### src/rtl/stage_multiple.sv
// Load/store-multiple sequencer: walks a 16-bit register list, one transfer per cycle, lowest register first.
// Define MULTIPLE_DESCENDING_EN to honour the descending (decrement-before) input; otherwise addressing is increment-after.
module stage_multiple (
  input  logic        clk,
  input  logic        rst_n,
  input  logic        start,
  input  logic        is_load,
  input  logic        descending,
  input  logic [15:0] reg_list,
  input  logic [31:0] base_addr,
  output logic        busy,
  output logic        w_mem_en_from_multiple,
  output logic        w_reg_en_from_multiple,
  output logic [3:0]  addr_i,
  output logic [31:0] addr_dm_out,
  output logic [31:0] bit_count_number,
  output logic        done
);

  typedef enum logic [1:0] {IDLE, XFER, DONE} state_t;

  state_t      state, state_next;
  logic [15:0] list_q;
  logic        load_q;
  logic [31:0] addr_q;
  logic [3:0]  last_i;
  logic [31:0] last_addr;

  logic [4:0]  count;
  logic        desc_eff;
  logic [31:0] start_addr;
  logic [3:0]  low_idx;
  logic [15:0] list_rest;

`ifdef MULTIPLE_DESCENDING_EN
  assign desc_eff = descending;
`else
  logic unused_descending;
  assign unused_descending = descending;
  assign desc_eff          = 1'b0;
`endif

  always_comb begin
    count = '0;
    for (int k = 0; k < 16; k++) count = count + 5'(reg_list[k]);
  end

  // Scan from the top so the lowest set bit is the one left standing.
  always_comb begin
    low_idx = '0;
    for (int k = 15; k >= 0; k--) if (list_q[k]) low_idx = 4'(k);
  end

  assign list_rest  = list_q & (list_q - 16'd1);
  assign start_addr = desc_eff ? base_addr - {25'd0, count, 2'b00} : base_addr;

  // NOTE: every combinational output gets a default before the case so no latch is inferred.
  always_comb begin
    state_next = state;
    unique case (state)
      IDLE: if (start) state_next = (reg_list != 16'd0) ? XFER : DONE;
      XFER: if (list_rest == 16'd0) state_next = DONE;
      DONE: state_next = IDLE;
      default: state_next = IDLE;
    endcase
  end

  // NOTE: sequential state uses non-blocking assignments so all registers update together at the edge.
  always_ff @(posedge clk or negedge rst_n) begin
    if (!rst_n) state <= IDLE;
    else        state <= state_next;
  end

  always_ff @(posedge clk or negedge rst_n) begin
    if (!rst_n) begin
      list_q           <= '0;
      load_q           <= 1'b0;
      addr_q           <= '0;
      last_i           <= '0;
      last_addr        <= '0;
      bit_count_number <= '0;
    end else begin
      case (state)
        IDLE: if (start) begin
          list_q           <= reg_list;
          load_q           <= is_load;
          addr_q           <= start_addr;
          bit_count_number <= {25'd0, count, 2'b00};
        end
        XFER: begin
          list_q    <= list_rest;
          addr_q    <= addr_q + 32'd4;
          last_i    <= low_idx;
          last_addr <= addr_q;
        end
        default: ;
      endcase
    end
  end

  // Outside XFER the index/address outputs show the last transfer made.
  assign busy                   = (state != IDLE);
  assign done                   = (state == DONE);
  assign w_reg_en_from_multiple = (state == XFER) &&  load_q;
  assign w_mem_en_from_multiple = (state == XFER) && !load_q;
  assign addr_i                 = (state == XFER) ? low_idx : last_i;
  assign addr_dm_out            = (state == XFER) ? addr_q  : last_addr;

endmodule

### config.mk
export PLATFORM = sky130hd
export DESIGN_NAME = stage_multiple
export DESIGN_NICKNAME = d
export VERILOG_FILES = /design/src/rtl/stage_multiple.sv
export SDC_FILE = /design/constraint.sdc
export NUM_CORES = 1
export LEC_CHECK = 0
export CORE_ASPECT_RATIO = 0.6
export CORE_UTILIZATION = 55
export DETAILED_ROUTE_END_ITERATION = 7
export DONT_BUFFER_PORTS = 1
export GPL_TIMING_DRIVEN = 0
export PLACE_DENSITY_LB_ADDON = 0.2
export SYNTH_ARGS = -nofsm -noshare
export SYNTH_HDL_FRONTEND = slang
export SYNTH_SLANG_ARGS = --single-unit
export TNS_END_PERCENT = 30
### constraint.sdc
create_clock -name clk -period 2.5 [get_ports clk]
set_input_delay 0 -clock clk [delete_from_list [all_inputs] [get_ports clk]]
set_output_delay 0 -clock clk [all_outputs]
set_load 0.005 [all_outputs]
Word level (Yosys, flattened, before mapping) --
Index checks and enable logic that the tools add are counted.
Operators by class: add/sub/neg operators 17, eq/ne operators 4, mux-type cells 26, bitwise gates (word level) 1, reduce and logical (&&, ||, !) cells 11
Operators by type and width (number):
- 4-bit two-way mux | 17
- 32-bit two-way mux | 2
- 32-bit case mux with 2 select lines | 1
- 5-bit by 1-bit adder with 5-bit output | 11
- 32-bit by 3-bit adder with 32-bit output (second input constant) | 1
- 16-bit case mux with 2 select lines | 1
- 16-bit bitwise AND | 1
- 16-bit zero test | 1
- 16-bit two-way mux | 1
- 16-bit nonzero test | 1
- 16-bit by 1-bit subtractor with 16-bit output (second input constant) | 1
- 2-bit two-way mux | 3
- 2-bit AND reduction | 3
- 4-bit by 1-bit adder with 5-bit output | 1
- 3-bit by 1-bit adder with 4-bit output | 1
- 2-bit != test (second input constant) | 2
- 2-bit case mux with 2 select lines | 1
- 2-bit nonzero test | 2
- 2-bit by 1-bit adder with 3-bit output | 1
- 1-bit by 1-bit adder with 2-bit output | 1
- 2-bit by 1-bit equality test with 1-bit output (second input constant) | 1
- 2-bit equality test (second input constant) | 1
- 1-bit logical AND | 2
- 2-bit zero test | 1
- 1-bit zero test | 1
Word-level totals: bits in registers 92, output and inout bits 72, word-level logic and storage cells 66

Longest topological paths before layout --
depth after elaboration 17, gate-level depth with buffers 13

Least setup slack after synthesis --
No wires, ideal clock.
path kind input-to-reg, start input reg_list[0], end register bit_count_number[5], data arrival time 2.875 ns, data required time 2.365 ns, setup slack -0.511 ns, stages 11, cell sequence inv_1 fa_1 fa_1 fa_1 fa_1 inv_1 ha_1 a21o_1 a21oi_1 xor2_1 o21ai_0
Between the ends: cells in the longest elaborated chain, start to end 15
Ends and longest elaborated chain:
- start, declared | line 9 | input logic [15:0] reg_list,
- 1-bit by 1-bit adder with 2-bit output | line 45 | for (int k = 0; k < 16; k++) count = count + 5'(reg_list[k]);
- 2-bit by 1-bit adder with 3-bit output | line 45
- 3-bit by 1-bit adder with 4-bit output | line 45
- 4-bit by 1-bit adder with 5-bit output | line 45
- 5-bit by 1-bit adder with 5-bit output (11 in a row) | line 45
- end signal, assigned | line 88 | bit_count_number <= {25'd0, count, 2'b00};
- end, declared | line 16 | output logic [31:0] bit_count_number,
Every way passes these cells. A chain may end at the register's enable or synchronous reset.

Worst setup path after layout --
start input reg_list[0], end register bit_count_number[6]
Same word-level chain as after synthesis.

==> reports/qor.txt <==
final hold vios -> 0
WP data required -> 2.78 ns
largest area contributor in the netlist -> dfrtp_1
Max Fclk -> 364 MHz
die width -> 129 um
area of the multi-input gates -> 2670 um2
Clock Pin Slew Worst Setup and Hold Paths -> 0.07 ns
Synth-to-Final Area Change -> 23.0%
final core utilization -> 70.7%
antenna violations before repair -> 0
outcome -> complete, but fails checks
Register Area -> 2300 um2
Commonest cells post-synth -> nand2_1, dfrtp_1, nor2_1
pin count of the biggest net entering global routing -> 93
Antenna diodes -> 0
layout cells sized above 1 -> 11.2%
CP arrival -> 3.03 ns
max cap viols -> 0
DR vias/cell -> 5.91
CTS root buffer -> clkbuf_16
Yosys reg bits -> 92
post-synth cell types -> 60
failing checks -> setup timing
pre-CTS WS -> -0.662 ns
fin crit period -> 2.75 ns
clk buf depth -> 2
cell with the most instances after synthesis -> nand2_1
Synth Area per Inst -> 8.38 um2
cts bufs inserted -> 9
unrepaired setup endpoints after global routing -> true
Antenna Violating Nets Remaining -> 0
Synth async-reset ratio -> 100%
fillers -> 732
sink count of the clock tree -> 92
full die area -> 10,100 um2
H-tree level count -> 3
dpl hpwl -> 11,400 um
CTS tree -> built
Avg WL per Cell -> 19.2 um
crit-path leading delay family -> adder cells
Synth Warn # -> 0
initial DRC count -> 460
Port Buffer Count -> 0
slowest cell delay on critical path -> 0.56 ns
Crit-path slowest cell -> fa_2
Most used DFF post-synth -> dfrtp_1
slew margin rel. -> 52.4%
DRT Wirelength -> 16,500 um
fin nets -> 796
final worst path period share -> 110%
Setup Skew -> 0.00747 ns
Gate Count Post-Synth -> 637
number of global-route vias before repair -> 4,824
Worst-Margin Slew -> 0.714 ns
crit-path most repeated cell -> fa_2
first-pass GRT wire length -> 25,600 um
ranking of synthesized cells by area -> dfrtp_1, nand2_1, a21oi_1, buf_4, fa_1
total track usage -> 33.9%
num rows -> 27
post-route setup slack -> -0.251 ns
RD Place Congestion -> 0.959
sequential share of the synthesized area -> 43.1%
Core ar. -> 9290 um2
Worst setup SP type -> primary input
Die H -> 78.3 um
CP cell instances -> inv_1 > fa_2 > fa_1 > fa_2 > fa_1 > inv_2 > ha_4 > inv_2 > fa_2 > nor2b_1 > o21ai_1 > o21ai_1
crit path kind -> in -> reg
final hold slack -> 0.0206 ns
GR Overflow Total -> 0
number of synthesized flops with an enable pin -> 0
CP endpoint kind -> flip-flop
Peak VDD IR -> 0.786 mV
pwr dens -> 1360 nW/um2
Hold Path Class -> in -> reg
crit-path max FO -> 2
drc violations -> 0
area fraction of the dominant cell type after synthesis -> 43.1%
Final Max Tran Viols -> 0
Pre-antenna DRT Iters -> 5
Buf/Inv on CP -> 3
Vias -> 5,087
leakage power -> 3.00 nW
final setup fails -> 4
Post-Syn Area -> 5340 um2
Pwr Total -> 8.92 mW
num ports -> 125
starting density of the core -> 57.5%
later-pin clock latency in the skew report -> 0.36 ns
==> cell usage in the layout, fill, tap and decap left out, types with 5 or more instances in the layout <==
| master | synthesis | layout |
|---|---|---|
| dlygate4sd3_1 | 0 | 50 |
| conb_1 | 1 | 27 |
| dfrtp_1 | 92 | 92 |
| a211oi_1 | 11 | 11 |
| o22a_1 | 5 | 5 |
| a31oi_1 | 8 | 8 |
| nand2_1 | 140 | 140 |
| o21ai_0 | 40 | 35 |
| inv_1 | 40 | 35 |
| o22ai_1 | 14 | 14 |
| nand4_1 | 9 | 9 |
| a2bb2oi_1 | 7 | 7 |
| buf_4 | 28 | 30 |
| nor2b_1 | 7 | 7 |
| clkbuf_16 | 0 | 9 |
| ha_1 | 7 | 6 |
| buf_1 | 9 | 6 |
| o21ai_1 | 1 | 6 |
| clkbuf_1 | 20 | 16 |
| nor3_1 | 19 | 19 |
| and3_1 | 5 | 5 |
| fa_1 | 10 | 6 |
| a21oi_1 | 44 | 43 |
| nand3_1 | 13 | 13 |
| nor2_1 | 45 | 42 |
==> metrics by stage <==
step	cells	cell area, um2	TNS, ns
2_1_floorplan	663	5440	-1.61
3_3_place_gp	793	5610	-9.39
3_5_place_dp	793	5610	-15.16
4_1_cts	860	6480	-0.858
5_1_grt	861	6570	-1.39
6_report	861	6570	-0.956
==> path summary, 6_finish.rpt <==
check                              start             endpoint  slack, ns  cells past startpoint
setup / recovery             reg_list[0]  bit_count_number[6]      -0.25                     12
hold / removal             base_addr[20]           addr_q[20]       0.02                      3
setup reg to reg               list_q[3]             state[0]       0.10                      8
hold reg to reg                addr_q[0]            addr_q[0]       0.48                      2
max in group asynchronous          rst_n        last_addr[28]       1.90                      2
min in group asynchronous          rst_n        last_addr[31]       0.22                      2
==> per-layer routing <==
metal,part of all wire (%),global-route usage [%]
met4,2.0,11.1
met5,0,0
met3,10,10.4
met2,43,49.0
met1,45,48.3
==> tightest hold or removal path, cell delays in order <==
cell     delay, ns
nor3b_1       0.03
a41oi_1       0.17
o22a_1        0.14
==> kinds of logic after synthesis <==
group,synth area share [%]
AOI/OAI and AO/OA,18.2
muxes,0.563
adders and majority gates,5.60
other,0.0703
DFF,43.1
xor gates and xnor gates,0.492
and+or+nand+nor,22.1
buffers and inverters,9.84
==> sequential cells by signal (all words and copies together), names as in the netlist <==
| signal | flops |
|---|---|
| last_addr | 32 |
| state | 2 |
| bit_count_number | 5 |
| load_q | 1 |
| list_q | 16 |
| last_i | 4 |
| addr_q | 32 |
==> what timing repair did <==
action | CTS | global route
pin swaps | 4 | 10
gates resized for setup | 10 | 24
hold buffers | 51 | 0
setup endpoints to repair | 82 | 29
gates cloned | 0 | 0
buffers inserted | 1 | 1
hold endpoints to repair | 140 | 0
==> area by class of cell <==
| cell class | instances | share of cell area [%] |
|---|---|---|
| tap | 130 | 2.48 |
| inverter | 41 | 2.76 |
| timing repair buffer | 53 | 8.27 |
| clock buffer | 9 | 3.43 |
| multi-input combinational | 468 | 40.6 |
| clock inverter | 7 | 1.64 |
| sequential | 92 | 35.1 |
| buffer | 61 | 5.72 |
==> power breakdown <==
part	internal, mW	switching (mW)	total (mW)
Clock	0.896	0.653	1.55
Combinational	1.60	2.96	4.56
Sequential	2.22	0.596	2.81
Total	4.71	4.21	8.92
Power figures use the tool's default switching activity.
